==> src/rtl/sobel_frame_ctrl_pkg.sv <==
// Shared types and constants for the Sobel frame controller: FSM states,
// tag field widths, the pixel tag record and the frame-size check.
package sobel_frame_ctrl_pkg;

  // Width of the width/height inputs and of the row/col tag fields
  localparam int DIM_W = 16;
  localparam int ROW_W = 16;
  localparam int COL_W = 16;

  // Smallest legal frame dimension: the 3x3 Sobel window needs two
  // border rows/cols before the first result exists
  localparam int MIN_DIM = 3;

  // Default upper bound on accepted frame width
  localparam int DEF_MAX_WIDTH = 1000;

  typedef enum logic [2:0] {
    ST_IDLE  = 3'd0,
    ST_CHECK = 3'd1,
    ST_RUN   = 3'd2,
    ST_DRAIN = 3'd3,
    ST_DONE  = 3'd4
  } state_e;

  // Tag carried alongside each pixel from ROM read to result write
  typedef struct packed {
    logic             valid;
    logic [ROW_W-1:0] row;
    logic [COL_W-1:0] col;
  } tag_t;

  // True when the frame cannot be processed: too small for the window,
  // wider than the line buffers, or larger than the address space
  function automatic logic size_bad(input logic [DIM_W-1:0] w,
                                    input logic [DIM_W-1:0] h,
                                    input int unsigned      max_w,
                                    input int unsigned      addr_w);
    logic [31:0] prod;
    logic [32:0] limit;
    prod  = 32'(w) * 32'(h);
    limit = 33'(1) << addr_w;
    return (w < DIM_W'(MIN_DIM)) ||
           (h < DIM_W'(MIN_DIM)) ||
           (32'(w) > max_w)      ||
           ({1'b0, prod} > limit);
  endfunction

endpackage

==> src/rtl/sobel_tag_pipe.sv <==
// Fixed-depth shift register for the {valid,row,col} pixel tags. Stage k
// (0-based) holds the tag of the read issued k+1 cycles ago. Exposes the
// valid bits of every stage but the last, the column at the engine-input
// tap, and the complete final-stage tag.
module sobel_tag_pipe
  import sobel_frame_ctrl_pkg::*;
#(
  parameter int DEPTH = 3,
  parameter int TAP   = 0
) (
  input  logic             clk_i,
  input  logic             rst_i,
  input  tag_t             tag_i,
  output logic [DEPTH-2:0] valid_o,
  output logic [COL_W-1:0] tap_col_o,
  output tag_t             last_o
);

  tag_t pipe_q [DEPTH];

  // Advance every tag one stage per cycle; reset empties the pipe
  always_ff @(posedge clk_i) begin
    if (rst_i) begin
      for (int i = 0; i < DEPTH; i++) pipe_q[i] <= '0;
    end else begin
      pipe_q[0] <= tag_i;
      for (int i = 1; i < DEPTH; i++) pipe_q[i] <= pipe_q[i-1];
    end
  end

  // Gather the occupancy of all stages that still feed another stage
  always_comb begin
    valid_o = '0;
    for (int i = 0; i < DEPTH - 1; i++) valid_o[i] = pipe_q[i].valid;
  end

  assign tap_col_o = pipe_q[TAP].col;
  assign last_o    = pipe_q[DEPTH-1];

endmodule

==> src/rtl/sobel_frame_ctrl.sv <==
// Frame sequencer for the Sobel edge datapath. Validates the frame size,
// issues raster-order ROM reads (pausable with stall), tracks each pixel
// through ROM and engine latency with a tag pipe, and writes the interior
// results to the result RAM at a dense address.
module sobel_frame_ctrl
  import sobel_frame_ctrl_pkg::*;
#(
  parameter int MAX_WIDTH = DEF_MAX_WIDTH,
  parameter int ADDR_W    = 20,
  parameter int ROM_LAT   = 1,
  parameter int SOBEL_LAT = 2
) (
  input  logic               clk_i,
  input  logic               rst_i,
  input  logic               start_i,
  input  logic [15:0]        width_i,
  input  logic [15:0]        height_i,
  input  logic               stall_i,
  output logic               rom_en_o,
  output logic [ADDR_W-1:0]  rom_addr_o,
  output logic               pix_valid_o,
  output logic               row_start_o,
  input  logic signed [15:0] edge_in_i,
  output logic               res_we_o,
  output logic [ADDR_W-1:0]  res_addr_o,
  output logic signed [15:0] res_wdata_o,
  output logic               busy_o,
  output logic               done_o,
  output logic               err_o
);

  localparam int DEPTH = ROM_LAT + SOBEL_LAT;

  state_e            state_q;
  logic [DIM_W-1:0]  width_q, height_q;
  logic [ROW_W-1:0]  row_q, row_d;
  logic [COL_W-1:0]  col_q, col_d;
  logic [ADDR_W-1:0] rd_addr_q;
  logic [ADDR_W-1:0] res_addr_q;
  logic              busy_q, done_q, err_q;

  logic              issue;
  logic              last_read;
  logic              drain_empty;
  logic              res_we;
  tag_t              issue_tag;
  tag_t              last_tag;
  logic [DEPTH-2:0]  stage_valid;
  logic [COL_W-1:0]  tap_col;

  assign issue     = (state_q == ST_RUN) && !stall_i;
  assign last_read = issue &&
                     (row_q == height_q - DIM_W'(1)) &&
                     (col_q == width_q - DIM_W'(1));

  // Raster scan position after the current read: col wraps into the next row
  always_comb begin
    row_d = row_q;
    col_d = col_q;
    if (issue) begin
      if (col_q == width_q - DIM_W'(1)) begin
        col_d = '0;
        row_d = row_q + ROW_W'(1);
      end else begin
        col_d = col_q + COL_W'(1);
      end
    end
  end

  // Tag for the read going out this cycle; idle cycles push an empty tag
  always_comb begin
    issue_tag       = '0;
    issue_tag.valid = issue;
    issue_tag.row   = row_q;
    issue_tag.col   = col_q;
  end

  sobel_tag_pipe #(
    .DEPTH (DEPTH),
    .TAP   (ROM_LAT - 1)
  ) u_tag_pipe (
    .clk_i     (clk_i),
    .rst_i     (rst_i),
    .tag_i     (issue_tag),
    .valid_o   (stage_valid),
    .tap_col_o (tap_col),
    .last_o    (last_tag)
  );

  // The frame is finished once only the final stage can still hold a pixel
  assign drain_empty = ~|stage_valid;

  // Border pixels feed the window but produce no result of their own
  assign res_we = last_tag.valid &&
                  (last_tag.row >= ROW_W'(2)) &&
                  (last_tag.col >= COL_W'(2));

  // Frame FSM: latches the size, owns the scan counters and status flags
  always_ff @(posedge clk_i) begin
    if (rst_i) begin
      state_q   <= ST_IDLE;
      width_q   <= '0;
      height_q  <= '0;
      row_q     <= '0;
      col_q     <= '0;
      rd_addr_q <= '0;
      busy_q    <= 1'b0;
      done_q    <= 1'b0;
      err_q     <= 1'b0;
    end else begin
      done_q <= 1'b0;
      case (state_q)
        ST_IDLE: begin
          if (start_i) begin
            state_q   <= ST_CHECK;
            width_q   <= width_i;
            height_q  <= height_i;
            row_q     <= '0;
            col_q     <= '0;
            rd_addr_q <= '0;
            busy_q    <= 1'b1;
            err_q     <= 1'b0;
          end
        end
        ST_CHECK: begin
          if (size_bad(width_q, height_q, MAX_WIDTH, ADDR_W)) begin
            state_q <= ST_DONE;
            err_q   <= 1'b1;
            busy_q  <= 1'b0;
            done_q  <= 1'b1;
          end else begin
            state_q <= ST_RUN;
          end
        end
        ST_RUN: begin
          if (issue) begin
            row_q     <= row_d;
            col_q     <= col_d;
            rd_addr_q <= rd_addr_q + ADDR_W'(1);
          end
          if (last_read) state_q <= ST_DRAIN;
        end
        ST_DRAIN: begin
          if (drain_empty) begin
            state_q <= ST_DONE;
            busy_q  <= 1'b0;
            done_q  <= 1'b1;
          end
        end
        ST_DONE: begin
          state_q <= ST_IDLE;
        end
        default: begin
          state_q <= ST_IDLE;
        end
      endcase
    end
  end

  // Dense result address: one step per written result, restarted per frame
  always_ff @(posedge clk_i) begin
    if (rst_i) begin
      res_addr_q <= '0;
    end else if ((state_q == ST_IDLE) && start_i) begin
      res_addr_q <= '0;
    end else if (res_we) begin
      res_addr_q <= res_addr_q + ADDR_W'(1);
    end
  end

  assign rom_en_o    = issue;
  assign rom_addr_o  = rd_addr_q;
  assign pix_valid_o = stage_valid[ROM_LAT-1];
  assign row_start_o = stage_valid[ROM_LAT-1] && (tap_col == '0);
  assign res_we_o    = res_we;
  assign res_addr_o  = res_addr_q;
  assign res_wdata_o = edge_in_i;
  assign busy_o      = busy_q;
  assign done_o      = done_q;
  assign err_o       = err_q;

endmodule
==> config.mk <==
export PLATFORM = sky130hd
export DESIGN_NAME = sobel_frame_ctrl
export DESIGN_NICKNAME = d
export VERILOG_FILES = /design/src/rtl/sobel_frame_ctrl_pkg.sv /design/src/rtl/sobel_tag_pipe.sv /design/src/rtl/sobel_frame_ctrl.sv
export SDC_FILE = /design/constraint.sdc
export NUM_CORES = 1
export LEC_CHECK = 0
export BUFFER_PORTS_ARGS = -buffer_cell sky130_fd_sc_hd__buf_2
export CORE_MARGIN = 2
export CORE_UTILIZATION = 30
export DETAILED_ROUTE_END_ITERATION = 7
export PLACE_DENSITY = 0.42
export SYNTH_ARGS = -nofsm -noshare
export SYNTH_HDL_FRONTEND = slang
export SYNTH_SLANG_ARGS = --single-unit
==> constraint.sdc <==
create_clock -name clk_i -period 8.3 [get_ports clk_i]
set_input_delay 1.66 -clock clk_i [delete_from_list [all_inputs] [get_ports clk_i]]
set_output_delay 1.66 -clock clk_i [all_outputs]
set_load 0.02 [all_outputs]
======== Word level (Yosys, flattened, before mapping) ========
Memories as Yosys holds them, arrays and structs flattened.
Index checks and enable logic that the tools add are counted.
word-level totals
  bits in registers ....................... 110
  bits in writable memories ............... 99
  output and inout port bits .............. 63
  memories ................................ 1
memory list
  name               words  width  read ports  clocked after Yosys merged registers in  wr ports  RTL line              text
  u_tag_pipe.pipe_q  3      33     3           0                                        3         sobel_tag_pipe.sv:19  tag_t pipe_q [DEPTH];
operators by class
  $add $sub $neg .......................... 6
  multiply operators ...................... 1
  order comparisons ....................... 6
  equal/unequal tests ..................... 11
  muxes and demuxes ....................... 31
  bitwise operators ....................... 3
  reduce and logical (&&, ||, !) cells .... 24
operators with widths
  kind                                                                           count
  33-bit two-way mux                                                             3
  16-bit two-way mux                                                             5
  16-bit case mux with 2 select lines                                            2
  20-bit by 1-bit adder with 20-bit output, second input constant                2
  20-bit two-way mux                                                             2
  20-bit case mux with 2 select lines                                            1
  16-bit by 1-bit adder with 16-bit output, second input constant                2
  16-bit equality test                                                           2
  16-bit by 2-bit >= comparator with 1-bit output, second input constant         2
  32-bit by 21-bit > comparator with 1-bit output, second input constant         1
  16-bit by 2-bit less-than comparator with 1-bit output, second input constant  2
  16-bit by 16-bit multiplier with 32-bit output                                 1
  16-bit by 1-bit subtractor with 16-bit output, second input constant           2
  16-bit by 10-bit > comparator with 1-bit output, second input constant         1
  16-bit logical NOT                                                             1
  3-bit two-way mux                                                              4
  3-bit case mux with 4 select lines                                             1
  1-bit two-way mux                                                              10
  2-bit inequality test, second input constant                                   5
  3-bit AND reduction                                                            3
  4-bit AND reduction                                                            2
  1-bit logical AND                                                              7
  3-bit by 2-bit equality test with 1-bit output, second input constant          2
  1-bit case mux with 2 select lines                                             2
  other kinds (11)                                                               17

======== Depth between registers and ports, before layout ========
Gate-level depths: netlist (run 1).
  depth after elaboration ................. 6
  depth in mapped cells ................... 26
  gate-level depth less buffers ........... 24

======== Modules after synthesis ========
A second synthesis (run 1) with hierarchy kept.
unflattened totals
  cells, all modules ...................... 2100
  area total of the unflattened synthesis .. 17964.7 um^2
modules (own cells, without submodules)
  module            times used  cells an instance  area each (um^2)  seq. area each (um^2)
  sobel_frame_ctrl  1           1840               14906.8           2202.1
  sobel_tag_pipe    1           260                3057.9            1981.9

======== Worst setup path before layout (run 1) ========
No wires, ideal clock.
  path kind ............................... reg-to-reg
  start point ............................. reg width_q[7]
  end point ............................... reg err_q, in the netlist err_o
  arrival time ............................ 7.019 ns
  data required time ...................... 8.184 ns
  setup slack ............................. 1.164 ns
  stages on the path, launching flop included .. 25
  clock period less this slack ............ 7.136 ns
  path through ............................ dfxtp_1 > clkbuf_1 > clkbuf_1 > buf_1 > nand2_1 > fa_1 > inv_1 > fa_1 > fa_1 > fa_1 > fa_1 > inv_1 > fa_1 > inv_1 > ha_1 > clkbuf_1 > a21oi_2 > o221ai_1 > a211o_1 > a221oi_1 > xnor2_1 > or4_1 > nor4_1 > nand4_1 > a41o_1
on the way
  cells in the longest elaborated chain, start to end .. 6
  elaborated cells on any way between the ends .. 9
  classes of those cells .................. mul (1); order compare (3); eq/ne (1); reduce/logical (4)
ends and longest elaborated chain
  what                                                                                    RTL line                    text
  start: declaration                                                                      sobel_frame_ctrl.sv:35      logic [DIM_W-1:0] width_q, height_q;
  start signal: assignment                                                                sobel_frame_ctrl.sv:116     width_q <= width_i;
  branches (longest 3 deep; another with 16-bit by 16-bit multiplier with 32-bit output)  -
  1-bit logical OR *                                                                      sobel_frame_ctrl_pkg.sv:44  (32'(w) > max_w) ||
  2-bit inequality test (no source line) *                                                -
  3-bit AND reduction (no source line) *                                                  -
  end signal: assignment                                                                  sobel_frame_ctrl.sv:109     err_q <= 1'b0;
  end signal: assignment                                                                  sobel_frame_ctrl.sv:122     err_q <= 1'b0;
  end signal: assignment                                                                  sobel_frame_ctrl.sv:128     err_q <= 1'b1;
  end: declaration                                                                        sobel_frame_ctrl.sv:40      logic busy_q, done_q, err_q;
Every way passes the cells marked *.
A chain may end at the register's enable or synchronous reset.

======== Worst setup path in the final report (run 1) ========
  start point ............................. reg height_q[3]
  end point ............................... reg err_q, in the netlist err_o
on the way
  cells in the longest elaborated chain, start to end .. 6
  elaborated cells on any way between the ends .. 8
  classes of those cells .................. mul (1); order compare (2); eq/ne (1); reduce/logical (4)
ends and longest elaborated chain
  what                                                                                    RTL line                    text
  start: declaration                                                                      sobel_frame_ctrl.sv:35
  start signal: assignment                                                                sobel_frame_ctrl.sv:117     height_q <= height_i;
  branches (longest 3 deep; another with 16-bit by 16-bit multiplier with 32-bit output)  -
  1-bit logical OR *                                                                      sobel_frame_ctrl_pkg.sv:44
  2-bit inequality test (no source line) *                                                -
  3-bit AND reduction (no source line) *                                                  -
Marks and branches as above.

==> results of run 1 <==
[worst max-delay path, stage by stage, from the launching register on]
cell and delay, ps:
dfxtp_1 970, nand2_1 200, fa_1 520, fa_1 510, inv_1 70, fa_1 530, fa_1 450, fa_1 570
inv_1 60, fa_1 540, inv_1 40, ha_1 390, a21oi_2 240, o221ai_1 150, a211o_1 310, a221oi_1 440
xnor2_1 100, or4_1 520, nor4_1 230, nand4_1 430, a41o_1 390
[flip-flops by register name, indices dropped and copies added, names as in the netlist, 3 cells and up]
register,cells
u_tag_pipe.pipe_q,94
rom_addr_o,20
width_q,16
state_q,3
res_addr_o,20
row_q,16
col_q,16
height_q,16
[metrics by stage]
step	total power [mW]	setup slack [ps]
2_1_floorplan	1.475	1164
3_3_place_gp	1.668	631.6
3_5_place_dp	1.663	591.4
4_1_cts	2.629	509.0
5_1_grt	2.731	88.85
6_report	2.586	502.3
[worst max-delay path by stage]
stage / slack [ps] / end
finish: 500 / err_o
CTS: 510 / err_o
global placement: 630 / err_o
global route: 90 / err_o
detailed placement: 590 / err_o
floorplan: 1160 / err_o
[power breakdown]
part | switching (mW) | internal, mW | total (mW)
Clock | 0.396 | 0.546 | 0.942
Sequential | 0.0646 | 0.994 | 1.06
Combinational | 0.369 | 0.216 | 0.585
Total | 0.829 | 1.76 | 2.59
[cell usage after synthesis (21+ instances only)]
cell and number:
fa_1 194, nand3_1 39, o21ai_0 54, xnor2_1 39, nand4_1 21, nor3_1 21
inv_1 250, nor4_1 24, nor2_1 110, a21oi_1 79, clkbuf_1 105, dfxtp_1 204
nand2_1 271, ha_1 113, xor2_1 62, and2_1 113, and3_1 30, nor2b_1 99
[area by class of cell]
class | instances | area (sq um) | share of cell area [%]
well taps | 765 | 957.2 | 5.014
inverters | 250 | 938.4 | 4.916
clock buffers | 27 | 568.0 | 2.976
clock inverters | 9 | 103.9 | 0.5441
multi-input cells | 1445 | 11760 | 61.62
flip-flops and latches | 204 | 4084 | 21.39
repair buffers | 117 | 675.6 | 3.540
[layer usage]
layer	GRT usage, %	share of wire (%)
met3	1.877	3.5
met2	27.17	47
met4	3.533	1.8
met1	22.74	48
met5	0	0
[cell families (layout without fill, tap and decap cells)]
| kind of cell | Yosys count | count (layout) | share of synthesized area (%) |
|---|---|---|---|
| xor+xnor | 101 | 101 | 5.107 |
| simple gates | 794 | 794 | 23.11 |
| mux | 9 | 9 | 0.5201 |
| fa+ha+maj | 307 | 307 | 30.58 |
| flops | 204 | 204 | 23.58 |
| compound gates | 234 | 234 | 8.552 |
| buf+inv | 379 | 403 | 8.559 |
==> out/qor.txt, run 1 <==
final setup violation count -> 0
Fmax achieved -> 128.2 MHz
Leakage -> 8.791 nW
Max-cap violations -> 0
post-DP HPWL -> 37.56 mm
most common cell after layout, fill and taps aside -> nand2_1
Die X -> 244.3 um
Synth cell types -> 67
Synth Instances -> 2028
layout cells sized above 1 -> 7.943%
CTS clk-pin slew, worst paths -> 60 ps
Site Rows -> 88
r2r endpoint -> err_o
HP Class -> reg2reg
max-slew violation count -> 0
I/O pin cnt -> 115
die area -> 59680 sq um
CP startpoint kind -> flip-flop
Tmin final -> 7798 ps
pin count of the biggest net entering global routing -> 84
Synth top area share -> 23.58%
hold depth -> 1
Num CTS Buffers -> 21
max_slew headroom -> 21.08%
placed cells -> 2781
n_diodes -> 0
CTS tree -> done
Final Hold Slack -> 432.4 ps
total track usage -> 16.33%
final core occ -> 33.28%
IO Port Bufs -> 82
drc violations -> 0
Die Height -> 244.3 um
nets -> 2398
Avg Cell Area, Syn -> 8.542 sq um
final hold vios -> 0
Iter 0 DRT Violations -> 670
Final period util -> 93.95%
Max clock buf depth -> 3
netlist area before placement -> 17320 sq um
unrepaired setup endpoints after global routing -> false
setup slack on the worst flop-to-flop path -> 500 ps
Vias -> 13330
Peak supply drop -> 0.0001426 V
final instance area -> 19090 sq um
register area share after synthesis -> 23.58%
Final TNS setup -> 0 ps
crit path DAT -> 8190 ps
hold_sp -> u_tag_pipe.pipe_q[0][34]
R2R depth -> 20
most frequent cells in the layout -> nand2_1 (270), inv_1 (250), dfxtp_1 (204), fa_1 (194)
Seq cells post-synth -> 204
routed len/inst -> 16.95 um
Clock Skew -> 13.85 ps
fillers -> 6034
hold endpoint -> u_tag_pipe.pipe_q[0][67]
# H-tree levels -> 1
CTS Sinks -> 204
Post-DP Area -> 18420 sq um
Slew @ Worst Pin -> 1173 ps
crit-path max FO -> 22
Synth async-reset ratio -> 0%
Initial Utilization -> 30.20%
nature of the critical path endpoint -> flip-flop
router iterations before antenna repair -> 5
Top FF cell, synth -> dfxtp_1
vias per cell -> 4.732
Root Buffer Master -> clkbuf_16
Pwr Density -> 135.5 nW/um^2
PostCTS Resize Cnt -> 0
DRT antenna net count -> 0
Post-CTS Setup Repair Bufs -> 0
syn_nets -> 2387
reg-to-reg startpoint -> height_q[3]
GR Overflow Total -> 0
Post-synth EDFFs -> 0
Critical Path RT -> 8700 ps
status -> completed
final std cells w/o fill -> 2817
Setup CP Type -> reg2reg
area growth from synthesis to layout -> 10.19%
Synth area leader -> dfxtp_1
final wirelength -> 47.74 mm
clk_lat worst skew -> 520 ps
wire length of the first global-routing pass -> 77.70 mm
CTS Hold Bufs -> 0
antenna violations before repair -> 0
standard cell core area -> 57370 sq um
top cells by area, synth -> dfxtp_1 (24%), fa_1 (22%), ha_1 (8.2%)
yosys warns -> 0
GP Congestion -> 0.8057
vias in the first global route -> 13760
Crit. Startpoint -> height_q[3]
Note: power is estimated with default switching activity, not from simulation.
==> inputs of run 2 (changes only) <==
--- a/config.mk
+++ b/config.mk
@@ -8,7 +8,7 @@
 export BUFFER_PORTS_ARGS = -buffer_cell sky130_fd_sc_hd__buf_2
 export CORE_MARGIN = 2
-export CORE_UTILIZATION = 30
+export CORE_UTILIZATION = 40
 export DETAILED_ROUTE_END_ITERATION = 7
-export PLACE_DENSITY = 0.42
+export PLACE_DENSITY = 0.54
 export SYNTH_ARGS = -nofsm -noshare
 export SYNTH_HDL_FRONTEND = slang
==> constraint.sdc (replaced) <==
create_clock -name clk_i -period 8.3 [get_ports clk_i]
set_input_delay 0.415 -clock clk_i [delete_from_list [all_inputs] [get_ports clk_i]]
set_output_delay 0.415 -clock clk_i [all_outputs]
set_load 0.02 [all_outputs]
==> run 2 against run 1 <==
Compared with the run above:
- core utilization increased by 11 points
- non-clock buffer count decreased by 5
- via count increased by 0.20%
- critical path type unchanged
- final cell count decreased by 6.5%
- combinational power decreased by 3%
- clock skew increased by 6.5 ps
- largest power group unchanged
- power increased by 0.59%
- clock power increased by 3.3%
- register-to-register slack improved by 20 ps
==> out/qor.txt, run 2 (synthesis results as in run 1) <==
status -> completed
Die X -> 212.1 um
Peak supply drop -> 0.0001221 V
Sw Ratio -> 31.06%
max reg flops -> 94
GP Congestion -> 0.8768
max-slew violation count -> 0
total track usage -> 20.51%
pin count of the biggest net entering global routing -> 70
Leakage -> 8.789 nW
Max-cap violations -> 0
most frequent cells in the layout -> nand2_1 (270), inv_1 (250), dfxtp_1 (204), fa_1 (194)
Reg power frac -> 40.7%
crit path DAT -> 8160 ps
layout cells sized above 1 -> 7.865%
Most flops, register -> u_tag_pipe.pipe_q
CTS tree -> done
power share of the clock group -> 37.4%
die area -> 44990 sq um
most common cell after layout, fill and taps aside -> nand2_1
final hold vios -> 0
Vias -> 13357
CP max stage cell -> dfxtp_1
Site Rows -> 76
Cell Chain, Critical Path -> nand2_1, fa_1, inv_1, fa_1, inv_1, fa_1, inv_1, fa_1, fa_1, inv_1, fa_1, inv_1, ha_1, a21oi_1, o221ai_1, a211o_1, a221oi_1, xnor2_1, or4_1, nor4_1, nand4_1, a41o_1
Tmin final -> 7779 ps
Slew @ Worst Pin -> 1021 ps
Iter 0 DRT Violations -> 693
share of power burned in combinational logic -> 21.9%
Initial Utilization -> 40.39%
max_slew headroom -> 31.85%
router iterations before antenna repair -> 5
DRT antenna net count -> 0
HP Class -> in2reg
final instance area -> 18880 sq um
vias in the first global route -> 13801
Max clock buf depth -> 3
Pwr Density -> 137.8 nW/um^2
vias per cell -> 5.073
routed len/inst -> 16.72 um
IO Port Bufs -> 82
standard cell core area -> 42890 sq um
nature of the critical path endpoint -> flip-flop
Crit. Startpoint -> width_q[6]
area growth from synthesis to layout -> 8.971%
Sw Pwr -> 0.8079 mW
Root Buffer Master -> clkbuf_16
nets -> 2392
antenna violations before repair -> 2
hold_sp -> height_i[10]
Critical Path RT -> 8690 ps
post-DP HPWL -> 34.32 mm
cell internal pwr -> 1.793 mW
Top cell by count, worst path -> fa_1
CP startpoint kind -> flip-flop
reg-to-reg startpoint -> width_q[6]
CTS Sinks -> 204
final setup violation count -> 0
Num CTS Buffers -> 20
Total Power -> 2.601 mW
crit-path max FO -> 23
PostCTS Resize Cnt -> 0
wire length of the first global-routing pass -> 73.62 mm
Die Height -> 212.1 um
CTS clk-pin slew, worst paths -> 70 ps
Post-CTS Setup Repair Bufs -> 0
Final period util -> 93.72%
final wirelength -> 44.02 mm
Fmax achieved -> 128.6 MHz
Setup CP Type -> reg2reg
Final TNS setup -> 0 ps
clk_lat worst skew -> 500 ps
I/O pin cnt -> 115
drc violations -> 0
GR Overflow Total -> 0
Post-DP Area -> 18150 sq um
# H-tree levels -> 1
CTS Hold Bufs -> 0
unrepaired setup endpoints after global routing -> false
fillers -> 4203
Max stage delay on crit path -> 1000 ps
Final Hold Slack -> 156.2 ps
Clock Skew -> 20.36 ps
## run 2: cell types whose count changed in the layout (fill, tap and decap cells not counted), sizes merged
cell,delta
diode,+1
clkbuf,-2
clkinv,+1
buf,-5
bufinv,+1
## run 2: area by class of cell
class	instances	area, sq um	share of cell area [%]
repair buffers	112	638.1	3.380
flip-flops and latches	204	4084	21.63
diodes	1	2.502	0.01326
clock inverters	11	150.1	0.7954
multi-input cells	1445	11760	62.31
well taps	585	732.0	3.878
clock buffers	25	570.5	3.022
inverters	250	938.4	4.971
## run 2: power groups by stage
stage | registers, mW | clock network [mW] | logic [mW]
6_report | 1.06 | 0.973 | 0.570
5_1_grt | 1.06 | 1.04 | 0.648
4_1_cts | 1.06 | 1.00 | 0.575
3_5_place_dp | 1.08 | 0 | 0.568
3_3_place_gp | 1.08 | 0 | 0.568
2_1_floorplan | 1.03 | 0 | 0.448
## run 2: worst paths after layout
kind                         endpoint  slack (ps)  cells past startpoint
max                             err_o         520                     22
min                      height_q[10]         160                      3
max reg2reg                     err_o         520                     22
min reg2reg  u_tag_pipe.pipe_q[0][71]         430                      1
## run 2: per-layer routing
layer	GRT usage [%]	share of wire, %
met1	27.85	46
met2	33.47	47
met3	3.486	5.2
met4	6.168	2.4
met5	0	0.030
## run 2: metrics by stage
step           setup WS (ps)  util, %  cells
3_3_place_gp           649.3    42.33   2596
5_1_grt                32.39    44.01   2632
2_1_floorplan           1164        -   2028
3_5_place_dp           651.3    42.33   2596
6_report               521.5    44.02   2633
4_1_cts                612.3    44.01   2632
## run 2: worst max-delay path, delay by kind of cell, from the launching register on
| family | cells | cell delay (ps) |
|---|---|---|
| xor gates and xnor gates | 1 | 110 |
| AOI/OAI and AO/OA | 5 | 1400 |
| and+or+nand+nor | 4 | 1390 |
| DFF | 1 | 1000 |
| adders and majority gates | 7 | 3520 |
| buffers and inverters | 5 | 260 |
